`src/rtl/clkout_div_pkg.sv`:
```
`default_nettype none
// ============================================================================
// clkout_div_pkg : shared types and the config legality check
// Rev 1.0
// ============================================================================
package clkout_div_pkg;

  localparam int unsigned DEF_CNT_W = 8;

  typedef enum logic [0:0] {
    ST_DELAY = 1'b0,
    ST_RUN   = 1'b1
  } ch_state_e;

  typedef struct packed {
    logic [DEF_CNT_W-1:0] div;
    logic [DEF_CNT_W-1:0] high;
    logic [DEF_CNT_W-1:0] phase;
  } ch_cfg_t;

  // Operands arrive zero-extended, so every comparison is unsigned.
  function automatic logic cfg_legal(input logic [31:0] ch,
                                     input logic [31:0] num_ch,
                                     input logic [31:0] div,
                                     input logic [31:0] high);
    return (ch < num_ch) && (div >= 32'd2) && (high != 32'd0) && (high < div);
  endfunction

endpackage
`default_nettype wire

```
`src/rtl/clkout_div_ch.sv`:
```
`default_nettype none
// ============================================================================
// clkout_div_ch : one divider channel with phase delay and period-aligned reconfig
// Rev 1.0
// ============================================================================
module clkout_div_ch
  import clkout_div_pkg::*;
#(
  parameter int unsigned CNT_W   = DEF_CNT_W,
  parameter int unsigned DEF_DIV = 4
) (
  input  logic             clk,
  input  logic             rst,
  input  logic             sync_i,
  input  logic             wr_i,
  input  logic [CNT_W-1:0] wr_div_i,
  input  logic [CNT_W-1:0] wr_high_i,
  input  logic [CNT_W-1:0] wr_phase_i,
  output logic             pend_o,
  output logic             apply_o,
  output logic             clkout_o
);

  typedef struct packed {
    logic [CNT_W-1:0] div;
    logic [CNT_W-1:0] high;
    logic [CNT_W-1:0] phase;
  } cfg_t;

  ch_state_e        state_q, state_d;
  logic [CNT_W-1:0] dly_q, dly_d;
  logic [CNT_W-1:0] cnt_q, cnt_d;
  cfg_t             act_q, act_d;
  cfg_t             pnd_q, pnd_d;
  logic             pend_q, pend_d;
  logic             clk_q, clk_d;
  logic             wrap;
  logic             start;

  assign wrap  = (state_q == ST_RUN) && (cnt_q == act_q.div - CNT_W'(1));
  assign start = (state_q == ST_DELAY) && (dly_q == act_q.phase);

  always_comb begin
    state_d = state_q;
    dly_d   = dly_q;
    cnt_d   = cnt_q;
    act_d   = act_q;
    pnd_d   = pnd_q;
    pend_d  = pend_q;
    clk_d   = clk_q;
    apply_o = 1'b0;
    if (sync_i) begin
      if (pend_q) act_d = pnd_q;
      pend_d  = 1'b0;
      state_d = ST_DELAY;
      dly_d   = '0;
      cnt_d   = '0;
      clk_d   = 1'b0;
    end else if (wrap || start) begin
      // Period boundary: the only point where new div/high may take over.
      state_d = ST_RUN;
      cnt_d   = '0;
      if (pend_q) begin
        act_d   = pnd_q;
        pend_d  = 1'b0;
        apply_o = 1'b1;
      end
      clk_d = (act_d.high != '0);
    end else if (state_q == ST_DELAY) begin
      dly_d = dly_q + CNT_W'(1);
      clk_d = 1'b0;
    end else begin
      cnt_d = cnt_q + CNT_W'(1);
      clk_d = (cnt_d < act_q.high);
    end
    if (wr_i) begin
      pnd_d.div   = wr_div_i;
      pnd_d.high  = wr_high_i;
      pnd_d.phase = wr_phase_i;
      pend_d      = 1'b1;
    end
  end

  always_ff @(posedge clk or posedge rst) begin
    if (rst) begin
      state_q      <= ST_DELAY;
      dly_q        <= '0;
      cnt_q        <= '0;
      act_q.div    <= CNT_W'(DEF_DIV);
      act_q.high   <= CNT_W'(DEF_DIV / 2);
      act_q.phase  <= '0;
      pnd_q        <= '0;
      pend_q       <= 1'b0;
      clk_q        <= 1'b0;
    end else begin
      state_q <= state_d;
      dly_q   <= dly_d;
      cnt_q   <= cnt_d;
      act_q   <= act_d;
      pnd_q   <= pnd_d;
      pend_q  <= pend_d;
      clk_q   <= clk_d;
    end
  end

  assign pend_o   = pend_q;
  assign clkout_o = clk_q;

endmodule
`default_nettype wire

```
`src/rtl/clkout_div_bank.sv`:
```
`default_nettype none
// ============================================================================
// clkout_div_bank : VCO-rate output-divider bank with run-time config and lock
// Rev 1.0
// ============================================================================
module clkout_div_bank
  import clkout_div_pkg::*;
#(
  parameter int unsigned NUM_CH      = 7,
  parameter int unsigned CNT_W       = DEF_CNT_W,
  parameter int unsigned DEF_DIV     = 4,
  parameter int unsigned LOCK_CYCLES = 64
) (
  input  logic              clk,
  input  logic              RST,
  input  logic              sync,
  input  logic              cfg_valid,
  output logic              cfg_ready,
  input  logic [3:0]        cfg_ch,
  input  logic [CNT_W-1:0]  cfg_div,
  input  logic [CNT_W-1:0]  cfg_high,
  input  logic [CNT_W-1:0]  cfg_phase,
  output logic              cfg_err,
  output logic [NUM_CH-1:0] clkout,
  output logic              LOCKED
);

  localparam int unsigned LOCK_W = $clog2(LOCK_CYCLES + 1);

  logic [NUM_CH-1:0] pend;
  logic [NUM_CH-1:0] apply;
  logic              legal;
  logic              accept;
  logic              cfg_err_q, cfg_err_d;
  logic [LOCK_W-1:0] lock_q, lock_d;

  // Out-of-range channels never match, so they stay ready and get flagged.
  always_comb begin
    cfg_ready = 1'b1;
    for (int i = 0; i < int'(NUM_CH); i++) begin
      if (cfg_ch == 4'(i) && pend[i]) cfg_ready = 1'b0;
    end
  end

  assign legal     = cfg_legal(32'(cfg_ch), 32'(NUM_CH), 32'(cfg_div), 32'(cfg_high));
  assign accept    = cfg_valid & cfg_ready;
  assign cfg_err_d = accept & ~legal;

  always_comb begin
    lock_d = lock_q;
    if (sync || (|apply)) begin
      lock_d = '0;
    end else if (lock_q != LOCK_W'(LOCK_CYCLES)) begin
      lock_d = lock_q + LOCK_W'(1);
    end
  end

  always_ff @(posedge clk or posedge RST) begin
    if (RST) begin
      cfg_err_q <= 1'b0;
      lock_q    <= '0;
    end else begin
      cfg_err_q <= cfg_err_d;
      lock_q    <= lock_d;
    end
  end

  assign cfg_err = cfg_err_q;
  assign LOCKED  = (lock_q == LOCK_W'(LOCK_CYCLES));

  for (genvar i = 0; i < int'(NUM_CH); i++) begin : g_ch
    logic wr;
    assign wr = accept & legal & (cfg_ch == 4'(i));

    clkout_div_ch #(
      .CNT_W   (CNT_W),
      .DEF_DIV (DEF_DIV)
    ) u_ch (
      .clk        (clk),
      .rst        (RST),
      .sync_i     (sync),
      .wr_i       (wr),
      .wr_div_i   (cfg_div),
      .wr_high_i  (cfg_high),
      .wr_phase_i (cfg_phase),
      .pend_o     (pend[i]),
      .apply_o    (apply[i]),
      .clkout_o   (clkout[i])
    );
  end

endmodule
`default_nettype wire

```
`config.mk`:
```
export PLATFORM = sky130hd
export DESIGN_NAME = clkout_div_bank
export DESIGN_NICKNAME = d
export VERILOG_FILES = /design/src/rtl/clkout_div_pkg.sv /design/src/rtl/clkout_div_ch.sv /design/src/rtl/clkout_div_bank.sv
export SDC_FILE = /design/constraint.sdc
export NUM_CORES = 1
export LEC_CHECK = 0
export ABC_AREA = 1
export BUFFER_PORTS_ARGS = -buffer_cell sky130_fd_sc_hd__buf_2
export CAP_MARGIN = 20
export CORE_AREA = 2 2 199 201
export CTS_BUF_LIST = sky130_fd_sc_hd__clkbuf_8 sky130_fd_sc_hd__clkbuf_16
export DETAILED_ROUTE_END_ITERATION = 10
export DIE_AREA = 0 0 201 203
export PLACE_DENSITY = 0.77
export SLEW_MARGIN = 30
export SYNTH_ARGS = -nofsm -noshare
export SYNTH_HDL_FRONTEND = slang
export SYNTH_SLANG_ARGS = --single-unit
```
`constraint.sdc`:
```
create_clock -name clk -period 18.1 [get_ports clk]
set_input_delay 3.62 -clock clk [delete_from_list [all_inputs] [get_ports clk]]
set_output_delay 3.62 -clock clk [all_outputs]
set_load 0.02 [all_outputs]
```
# Word-level counts from Yosys, hierarchy flattened

Cells that the tools add are included.

Output and inout bits: 10
Register bits: 477
Memories kept: 0
Latch bits: 0
RAM bits: 0
Memory bits (read-only): 0

Reduce and logical (&&, ||, !) cells: 71
$add $sub $neg: 22
Bitwise logic cells: 18
Order comparisons: 10
Multipliers: 0
Divide/modulo/power cells: 0
Mux-type cells: 163
Shift-type cells: 0
Equality and inequality tests: 36

Operators by type and width:

| cell                                                 | count |
|---|---|
| two-way mux 24 bit                                   | 35 |
| two-way mux 8 bit                                    | 42 |
| adder 8 x 1 -> 8 bit (second input constant)         | 14 |
| equality test 8 bit                                  | 14 |
| two-way mux 1 bit                                    | 84 |
| less-than comparator 8 bit                           | 8 |
| nonzero test 8 bit                                   | 8 |
| subtractor 8 x 1 -> 8 bit (second input constant)    | 7 |
| nonzero test 3 bit                                   | 14 |
| != test 2 bit (second input constant)                | 14 |
| logical AND 1 bit                                    | 24 |
| nonzero test 2 bit                                   | 8 |
| two-way mux 7 bit                                    | 2 |
| AND reduction 2 bit                                  | 7 |
| equality test 4 x 3 -> 1 bit (second input constant) | 3 |
| bitwise AND 1 bit                                    | 10 |
| equality test 4 x 2 -> 1 bit (second input constant) | 2 |
| >= comparator 8 x 2 -> 1 bit (second input constant) | 1 |
| logical OR 1 bit                                     | 8 |
| inverter 1 bit                                       | 8 |
| adder 7 x 1 -> 7 bit (second input constant)         | 1 |
| equality test 7 bit (second input constant)          | 1 |
| != test 7 bit (second input constant)                | 1 |
| OR reduction 7 bit                                   | 1 |
| other kinds (3)                                      | 3 |

# Depth between registers and ports, before layout

Gate-level depths: netlist (run 1).

Depth in word-level cells: 13
Gate-level depth with buffers: 17

# By module

Synthesis (run 1) repeated with hierarchy kept, for this count alone.

Cell total of the unflattened synthesis: 3,288
Area total of the unflattened synthesis: 25,524.5 um^2

By module, submodules not included:

| module                           | cells each | area each (um^2) | instances |
|---|---|---|---|
| clkout_div_ch (g_ch[0].u_ch ...) | 445        | 3,517.1          | 4 |
| clkout_div_ch (g_ch[2].u_ch)     | 457        | 3,552.2          | 1 |
| clkout_div_ch (g_ch[4].u_ch)     | 453        | 3,545.9          | 1 |
| clkout_div_ch (g_ch[6].u_ch)     | 458        | 3,519.6          | 1 |
| clkout_div_bank                  | 140        | 838.3            | 1 |

# Worst setup path before layout (run 1)

Ideal clock, no wire load.

Path kind: input -> output
Start point: input port cfg_ch[3]
End point: output port cfg_ready
Slack: 10.098 ns
Stages on the path: 5
Buffers on the path: 0
Arrival time: 4.382 ns
Path through: or2_4 -> nor3_1 -> nand2_1 -> nand4_1 -> nor2_1

Longest elaborated chain between the ends: 9
Elaborated cells between the ends (all ways): 21
Those cells by class: eq/ne (6); mux (7); reduce/logical (8)

Ends and longest elaborated chain:

| item                            | line                  | RTL |
|---|---|---|
| from (decl)                     | clkout_div_bank.sv:19 | `input logic [3:0] cfg_ch,` |
| zero test 4 bit                 | clkout_div_bank.sv:41 | `if (cfg_ch == 4'(i) && pend[i]) cfg_ready = 1'b0;` |
| logical AND 1 bit               | clkout_div_bank.sv:41 |  |
| two-way mux 1 bit (6 in series) | clkout_div_bank.sv:41 |  |
| two-way mux 1 bit (*)           | clkout_div_bank.sv:41 |  |
| to (decl)                       | clkout_div_bank.sv:18 | `output logic cfg_ready,` |

Mark *: on every way between the ends. The rest lies on a longest branch, timed or not.

# Worst setup path after layout (run 1)

Same ends and word-level chain as after synthesis.

==> results of run 1 <==
==> layer usage <==
metal / vias up / share of wire (%) / GRT usage (%)
met4: 0 / 4.3 / 13.1
li1: 9591 / - / -
met1: 9363 / 43 / 39.0
met3: 134 / 5.2 / 4.37
met2: 531 / 47 / 48.2
met5: - / 0 / 0
==> area by class of cell <==
class	count	area share (%)
Sequential cell	477	45.4
Timing Repair Buffer	57	1.46
Tap cell	518	2.46
Clock inverter	33	1.10
Clock buffer	62	5.51
Multi-Input combinational cell	2059	39.5
Inverter	319	4.58
==> cell usage in the layout (no fill, tap or decap), drive strengths merged, types with 5 or more instances in the layout <==
cell and n:
xnor2 55, o21ai 347, a211oi 19, or2 16
o22ai 10, a21oi 112, buf 57, nor2 222
a22o 9, bufinv 5, nor3 45, clkbuf 62
dfstp 14, nand3 215, a31oi 7, nor4 14
nand2 810, nand4 19, dfrtp 463, clkinv 18
xor2 60, inv 326, a21o 5, ha 79
==> cell families after synthesis <==
kind of cell	synth area share [%]
buffers and inverters	7.51
muxes	0.0414
xor gates and xnor gates	4.17
AOI/OAI and AO/OA	11.4
and+or+nand+nor	23.3
DFF	49.5
adders and majority gates	4.09
==> per-stage QoR <==
stage | worst slack [ns] | power (uW) | instance area [um^2]
after floorplan | 1.20 | 2140 | 24200
after CTS | 9.78 | 3440 | 26300
after detailed placement | 9.79 | 2360 | 24500
after global placement | 9.80 | 2310 | 24500
final | 9.78 | 3440 | 26300
after global routing | 9.69 | 3660 | 26300
==> worst max-delay path: cells and delay by family <==
| kind | cells | cell delay, ns |
|---|---|---|
| simple gates | 5 | 0.81 |
| buf+inv | 2 | 0.26 |
==> sequential cells by signal, summed over array words and instances, names as in the netlist <==
name,count
g_ch.u_ch.dly_q,56
g_ch.u_ch.state_q,7
lock_q,7
g_ch.u_ch.pnd_q,168
g_ch.u_ch.cnt_q,56
g_ch.u_ch.clkout_o,7
g_ch.u_ch.act_q,168
cfg_err,1
g_ch.u_ch.pend_o,7
==> final timing paths <==
| path | depth (start not counted) | startpoint | end |
|---|---|---|---|
| max in group asynchronous | 4 | RST | g_ch[4].u_ch.cnt_q[4]$_DFFE_PP0P_ |
| setup / recovery | 7 | cfg_ch[3] | cfg_ready |
| min in group asynchronous | 2 | RST | g_ch[5].u_ch.pnd_q[20]$_DFFE_PP0P_ |
| hold / removal | 2 | g_ch[3].u_ch.pnd_q[2]$_DFFE_PP0P_ | g_ch[3].u_ch.pnd_q[2]$_DFFE_PP0P_ |
| hold reg to reg | 2 | g_ch[3].u_ch.pnd_q[2]$_DFFE_PP0P_ | g_ch[3].u_ch.pnd_q[2]$_DFFE_PP0P_ |
| setup reg to reg | 13 | g_ch[3].u_ch.act_q[16]$_DFFE_PP0P_ | g_ch[3].u_ch.act_q[4]$_DFFE_PP0P_ |
==> power by group through the flow <==
| stage | clock, uW | combinational (uW) | sequential (uW) |
|---|---|---|---|
| 2_1_floorplan | 0 | 748 | 1390 |
| 3_3_place_gp | 0 | 881 | 1430 |
| 3_5_place_dp | 0 | 921 | 1440 |
| 4_1_cts | 1090 | 932 | 1420 |
| 5_1_grt | 1130 | 1080 | 1450 |
| 6_report | 1080 | 936 | 1430 |
==> metrics.cfg, run 1 <==
[run_status]
run_status = finished, final reports clean

[yosys]
yosys.cell_count.top_type = nand2_1
share_of_synthesized_area_occupied_by_flip_flops_and_latches_pct = 49.5
netlist.top_cell.by_area = dfrtp_1
number_of_nets_in_the_synthesized_netlist = 3081
synth_top_flop_cell = dfrtp_1
post_synth_most_frequent_cells = nand2_1 (792), dfrtp_1 (463), inv_1 (309)
post_synth_num_cell_types = 48
synth_area_per_cell_um2 = 8.13
synth.ff_latch_count = 477
synth_edf_count = 0
synth_warnings = 0
area_contributors_post_synth = dfrtp_1 (48%), nand2_1 (12%), o21ai_0 (6.2%), inv_1 (4.8%), nand3_1 (4.5%)
ys_async_sr_fraction_pct = 100
synth_top_area_share_pct = 48.0
syn-instance-count = 2970
syn_area_um2 = 24200

[drt]
drt_pass1_iterations = 5
via_per_inst = 5.57
drc_errors = 0
antenna_left = 0
first_iter_violations = 1455
drt-wirelength-per-cell_um = 16.6
routed-via-count = 19600
route.final.wire_length_mm = 58.4

[pwr]
combinationalPowerShare_pct = 27.2
power-per-cell-area_nw_per_um2 = 131
intPower_uw = 2250
power.share.switching_pct = 34.5
power_share_of_the_sequential_group_pct = 41.5
power.switching_uw = 1190
clock_power_share_pct = 31.3
leakagePower_uw = 0.0131
vdd_drop_max_mv = 0.0992

[min_path]
hp-class = reg -> reg

[die]
core.rowCount = 72
die_height_um = 203
initial_core_util_pct = 62.8
top_level_ports = 42
chipWidth_um = 201
dieArea_um2 = 40800
core_area_um2 = 38500

[cts]
insertion_delay_ns = 0.59
cts_sinks = 477
cts.repair.resized = 0
h_tree_lvl_count = 2
cts.path.max_buffers = 3
cts_hold_buf = 0
cts_tree = built
cts_setup_buffers = 0
clkSlewWorstSetupHoldPaths_ns = 0.06
cts_root_buf = clkbuf_16
cts_made_buffers = 51

[sta]
hold-worst-slack_ns = 0.482
period_minus_slack_ns = 8.32
rsz0062_at_grt = no
setup_viol_count_final = 0
final_period_utilization_pct = 46.0
maxSlewHeadroom_pct = 36.9
hold_violations = 0
fin_worst_skew_ns = 0.0137
fin_max_slew_vios = 0
timing.fmax_mhz = 120
final_total_negative_setup_slack_ns = 0
max_slew.worst_pin.slew_ns = 0.947

[place]
numPortBuffers = 41
placed_cells = 3428
place.gp.congestion = 0.890
dp_hpwl_mm = 38.2

[final_layout]
num-fill-cells = 3158
layout.nets = 3076
final_core_util_pct = 68.4
instances_no_fill = 3525
num_antenna_cells = 0
final_layout_size_suffix_gt1_share_pct = 6.95
area.growth.synth_to_final_pct = 8.96
multi_input_area_um2 = 10400
seqCellArea_um2 = 12000

[global_routing]
grt_start_max_net_pins = 185
grt_pass1_wl_mm = 96.3
grt_overflow = 0
number_of_global_route_vias_before_repair = 19100
grt_antenna_before_repair = 0
gr-usage-all-layers_pct = 29.4

[worst_setup_path]
worst_ep_arrival_time_ns = 4.70
cp-end-kind = output port
worstSetupStartpointType = primary input
cp_slowest_stage_delay_ns = 0.26
timing.reg2reg.setup_slack_ns = 15.03
worstPathMaxFanout = 4
crit_path_cell_trace = buf_2, or2_4, nor3_1, nand2_1, nand4_1, nor2_1, buf_2
timing.setup.critical_path_class = in -> out
timing.critical_path.required_ns = 14.48
worst_path_max_delay_cell = or2_4
cpMostUsedCell = buf_2

[run]
max_cap_violations = 0

No activity file was read; power rests on OpenSTA's default activity.
==> run 2: changes to the inputs <==
CORE_AREA = 2 2 209 211   (was 2 2 199 201)
DIE_AREA = 0 0 211 213   (was 0 0 201 203)
PLACE_DENSITY = 0.74   (was 0.77)
clock period = 7.6 ns   (was 18.1 ns; I/O delays follow)
==> metrics.cfg, run 2 (same netlist as run 1, synthesis figures left out) <==
[die]
initial_core_util_pct = 56.6
chipWidth_um = 211
dieArea_um2 = 44900
core_area_um2 = 42700
core.rowCount = 76
die_height_um = 213
top_level_ports = 42

[place]
dp_hpwl_mm = 39.6
numPortBuffers = 41
place.gp.congestion = 0.886

[global_routing]
gr-usage-all-layers_pct = 27.2
grt_antenna_before_repair = 2
grt_overflow = 0
grt_start_max_net_pins = 155
number_of_global_route_vias_before_repair = 19100
grt_pass1_wl_mm = 97.0

[min_path]
hp-class = reg -> reg

[worst_setup_path]
timing.setup.critical_path_class = in -> out
worstPathMaxFanout = 4
worst_path_max_delay_cell = or2_4
crit_path_cell_trace = buf_2, or2_4, nor3_1, nand2_1, nand4_1, nor2_1, buf_2
timing.critical_path.required_ns = 6.08
cp_slowest_stage_delay_ns = 0.26
cpMostUsedCell = buf_2
worstSetupStartpointType = primary input
cp-end-kind = output port
cp_buf_inv_count = 2
critical_path.top_delay_family = simple AND/OR/NAND/NOR gates
worst_ep_arrival_time_ns = 2.62
timing.reg2reg.setup_slack_ns = 4.53

[sta]
period_minus_slack_ns = 4.14
hold_violations = 0
maxSlewHeadroom_pct = 38.0
max_slew.worst_pin.slew_ns = 0.930
fin_max_slew_vios = 0
setup_viol_count_final = 0
final_total_negative_setup_slack_ns = 0
rsz0062_at_grt = no
timing.fmax_mhz = 242
final_period_utilization_pct = 54.5
fin_worst_skew_ns = 0.0158

[final_layout]
mostFrequentLayoutCell = nand2_1
area.growth.synth_to_final_pct = 9.57
final_layout_size_suffix_gt1_share_pct = 7.06
num_antenna_cells = 0
layout.cells.most_common_list = nand2_1 (792), dfrtp_1 (463), inv_1 (326)
layout.nets = 3087
reg.largest.list = g_ch.u_ch.act_q (168), g_ch.u_ch.pnd_q (168)

[cts]
cts_tree = built
cts_made_buffers = 51
h_tree_lvl_count = 2
cts_sinks = 477
cts_hold_buf = 0
cts_root_buf = clkbuf_16
cts.repair.resized = 0
cts_setup_buffers = 0
clkSlewWorstSetupHoldPaths_ns = 0.06
cts.path.max_buffers = 3
insertion_delay_ns = 0.58

[drt]
first_iter_violations = 1467
antenna_left = 0
via_per_inst = 5.54
drt_pass1_iterations = 6
drt-wirelength-per-cell_um = 16.6
route.final.wire_length_mm = 59.3
drc_errors = 0
routed-via-count = 19700

[run_status]
run_status = finished, final reports clean

[pwr]
leakagePower_uw = 0.0131
power-per-cell-area_nw_per_um2 = 312
vdd_drop_max_mv = 0.262
sum_of_internal_switching_and_leakage_power_uw = 8270

[run]
max_cap_violations = 0

## run 2: changes by cell type in the layout (fill, tap and decap cells not counted), sizes merged
cell / delta
buf: +11
bufinv: +4
clkbuf: -4
clkinv: -5
clkinvlp: +1
inv: +3
## run 2: path summary, 6_finish.rpt
check                                                endpoint                          startpoint  cells after the start
max in group asynchronous   g_ch[6].u_ch.pnd_q[8]$_DFFE_PP0P_                                 RST                      4
min in group asynchronous  g_ch[3].u_ch.pnd_q[21]$_DFFE_PP0P_                                 RST                      2
max                                                 cfg_ready                           cfg_ch[3]                      7
max reg2reg                g_ch[3].u_ch.act_q[20]$_DFFE_PP0P_  g_ch[3].u_ch.act_q[16]$_DFFE_PP0P_                     13
min reg2reg                g_ch[0].u_ch.pnd_q[19]$_DFFE_PP0P_  g_ch[0].u_ch.pnd_q[19]$_DFFE_PP0P_                      2
min                        g_ch[0].u_ch.pnd_q[19]$_DFFE_PP0P_  g_ch[0].u_ch.pnd_q[19]$_DFFE_PP0P_                      2
## run 2: area by class of cell
| class | count | area [um^2] |
|---|---|---|
| Tap cell | 546 | 683 |
| Inverter | 319 | 1200 |
| Sequential cell | 477 | 12000 |
| Timing Repair Buffer | 68 | 453 |
| Fill cell | 3568 | 16200 |
| Multi-Input combinational cell | 2059 | 10400 |
| Clock buffer | 58 | 1400 |
| Clock inverter | 36 | 394 |
## run 2: power by group
group	switching, uW	internal, uW	leakage, uW
Combinational	1440	804	0.00589
Sequential	360	3030	0.00631
Clock	1020	1610	0.000936
Total	2820	5450	0.0131
## run 2: through the flow
| step | setup WS [ns] | cells | instance area (um^2) | utilization [%] | hold slack, ns |
|---|---|---|---|---|---|
| 2_1_floorplan | -0.371 | 2970 | 24200 | - | 0.453 |
| 5_1_grt | 3.41 | 3563 | 26500 | 62.0 | 0.502 |
| 3_3_place_gp | 3.28 | 3468 | 24700 | 57.7 | 0.465 |
| 6_report | 3.46 | 3563 | 26500 | 62.0 | 0.484 |
| 4_1_cts | 3.48 | 3563 | 26500 | 62.0 | 0.486 |
| 3_5_place_dp | 3.21 | 3469 | 24700 | 57.8 | 0.471 |
## run 2: tightest hold or removal path, stage by stage, from the launching register on
cell	delay, ns
dfrtp_1	0.34
nand2_1	0.06
o21ai_2	0.05
## run 2: routing by layer
metal  wire length (um)  share of wire (%)  vias to the layer above  global-route usage [%]
met5                 26              0.044                        -                       0
met2              27600                 47                      544                    44.4
met3               3560                6.0                      144                    4.10
li1                   -                  -                     9601                       -
met1              25800                 44                     9446                    36.8
met4               2210                3.7                        4                    10.7
==> run 3: changes to the inputs <==
CORE_AREA = 2 2 199 201   (was 2 2 209 211)
DIE_AREA = 0 0 201 203   (was 0 0 211 213)
PLACE_DENSITY = 0.77   (was 0.74)
clock period = 4.15 ns   (was 7.6 ns; I/O delays follow)
==> metrics.cfg, run 3 (same netlist as run 1, synthesis figures left out) <==
[die]
dieArea_um2 = 40800
top_level_ports = 42
core.rowCount = 72
core_area_um2 = 38500
chipWidth_um = 201
die_height_um = 203
initial_core_util_pct = 62.8

[drt]
antenna_left = 0
routed-via-count = 19900
drc_errors = 0
drt-wirelength-per-cell_um = 16.6
via_per_inst = 5.63
drt_pass1_iterations = 7
route.final.wire_length_mm = 59.0
first_iter_violations = 1645

[cts]
insertion_delay_ns = 0.59
cts_root_buf = clkbuf_16
cts_hold_buf = 0
cts.path.max_buffers = 3
cts_made_buffers = 50
cts_tree = built
h_tree_lvl_count = 2
clkSlewWorstSetupHoldPaths_ns = 0.06
cts_sinks = 477
cts.repair.resized = 0
cts_setup_buffers = 0

[worst_setup_path]
cp_buf_inv_count = 1
worstSetupStartpointType = flip-flop
cp_slowest_stage_delay_ns = 0.98
worstPathMaxFanout = 27
timing.critical_path.required_ns = 3.32
cp-end-kind = output port
crit_path_cell_trace = nand2_1, nand4_1, nor2_1, buf_2
timing.setup.critical_path_class = reg -> out
worst_path_max_delay_cell = dfrtp_1
worst_ep_arrival_time_ns = 2.15
critical_path.top_delay_family = flip-flops

[global_routing]
number_of_global_route_vias_before_repair = 19400
gr-usage-all-layers_pct = 29.7
grt_pass1_wl_mm = 97.7
grt_antenna_before_repair = 1
grt_overflow = 0
grt_start_max_net_pins = 128

[sta]
final_total_negative_setup_slack_ns = 0
rsz0062_at_grt = no
period_minus_slack_ns = 2.98
timing.fmax_mhz = 336
max_slew.worst_pin.slew_ns = 0.975
maxSlewHeadroom_pct = 35.0
hold_violations = 0
setup_viol_count_final = 0
fin_worst_skew_ns = 0.0136
fin_max_slew_vios = 0
final_period_utilization_pct = 71.8

[final_layout]
num-fill-cells = 3031
seqCellArea_um2 = 12000
layout.cells.most_common_list = nand2_1 (792), dfrtp_1 (463), inv_1 (314)
layout.nets = 3098
reg.largest.list = g_ch.u_ch.act_q (168), g_ch.u_ch.pnd_q (168)
num_antenna_cells = 0
multi_input_area_um2 = 10400
mostFrequentLayoutCell = nand2_1
instances_no_fill = 3543
area.growth.synth_to_final_pct = 9.82
final_layout_size_suffix_gt1_share_pct = 7.70

[pwr]
power-per-cell-area_nw_per_um2 = 570
vdd_drop_max_mv = 0.534
leakagePower_uw = 0.0132

[run_status]
run_status = finished, final reports clean

[place]
dp_hpwl_mm = 39.9
numPortBuffers = 41
placed_cells = 3453
place.gp.congestion = 0.898

[run]
max_cap_violations = 0

[min_path]
hp-class = in -> async

run 3: cell count changes in the layout (fill, tap and decap cells not counted), sizes merged:
cell / change
buf: +12
clkbuf: +1
clkinv: +5
bufinv: -1
clkinvlp: -1
inv: -8
run 3: report_power, final:
part | internal [uW] | leakage [uW] | switching (uW)
Combinational | 1500 | 0.00596 | 2610
Sequential | 5560 | 0.00631 | 679
Clock | 2880 | 0.000893 | 1900
run 3: final timing paths:
kind                                                    startpoint                                 end  slack [ns]  cells past startpoint
max in group asynchronous                                      RST  g_ch[6].u_ch.pnd_q[13]$_DFFE_PP0P_        2.66                      3
worst max register to register  g_ch[5].u_ch.act_q[16]$_DFFE_PP0P_  g_ch[5].u_ch.act_q[21]$_DFFE_PP0P_        1.20                     15
min in group clk                g_ch[1].u_ch.pnd_q[10]$_DFFE_PP0P_  g_ch[1].u_ch.pnd_q[10]$_DFFE_PP0P_        0.49                      2
worst max-delay path               g_ch[2].u_ch.pend_o$_DFFE_PP0P_                           cfg_ready        1.17                      4
worst min-delay path                                           RST     g_ch[3].u_ch.clkout_o$_DFF_PP0_        0.36                      2
worst min register to register  g_ch[1].u_ch.pnd_q[10]$_DFFE_PP0P_  g_ch[1].u_ch.pnd_q[10]$_DFFE_PP0P_        0.49                      2
run 3: cell type report:
type,instances,area share [%]
Clock buffer,59,5.23
Timing Repair Buffer,80,2.16
Inverter,319,4.53
Sequential cell,477,45.1
Clock inverter,31,1.43
Multi-Input combinational cell,2059,39.2
Tap cell,518,2.44
run 3: routing by layer:
metal / GRT usage (%) / share of wire [%] / wire length [um]
met5: 0 / 0 / 0
met4: 12.1 / 3.9 / 2270
met3: 4.01 / 5.5 / 3240
met2: 49.1 / 48 / 28100
met1: 39.9 / 43 / 25300
run 3: stage by stage:
| stage | setup slack, ns | cell area (um^2) | util [%] | total power (uW) | hold slack [ns] |
|---|---|---|---|---|---|
| 6_report | 1.17 | 26500 | 69.0 | 15100 | 0.362 |
| 5_1_grt | 0.866 | 26500 | 69.0 | 16100 | 0.396 |
| 3_5_place_dp | 1.03 | 24800 | 64.4 | 10300 | 0.474 |
| 2_1_floorplan | -3.13 | 24200 | - | 9340 | 0.453 |
| 4_1_cts | 1.19 | 26500 | 69.0 | 15200 | 0.371 |
| 3_3_place_gp | 1.13 | 24800 | 64.4 | 10100 | 0.466 |
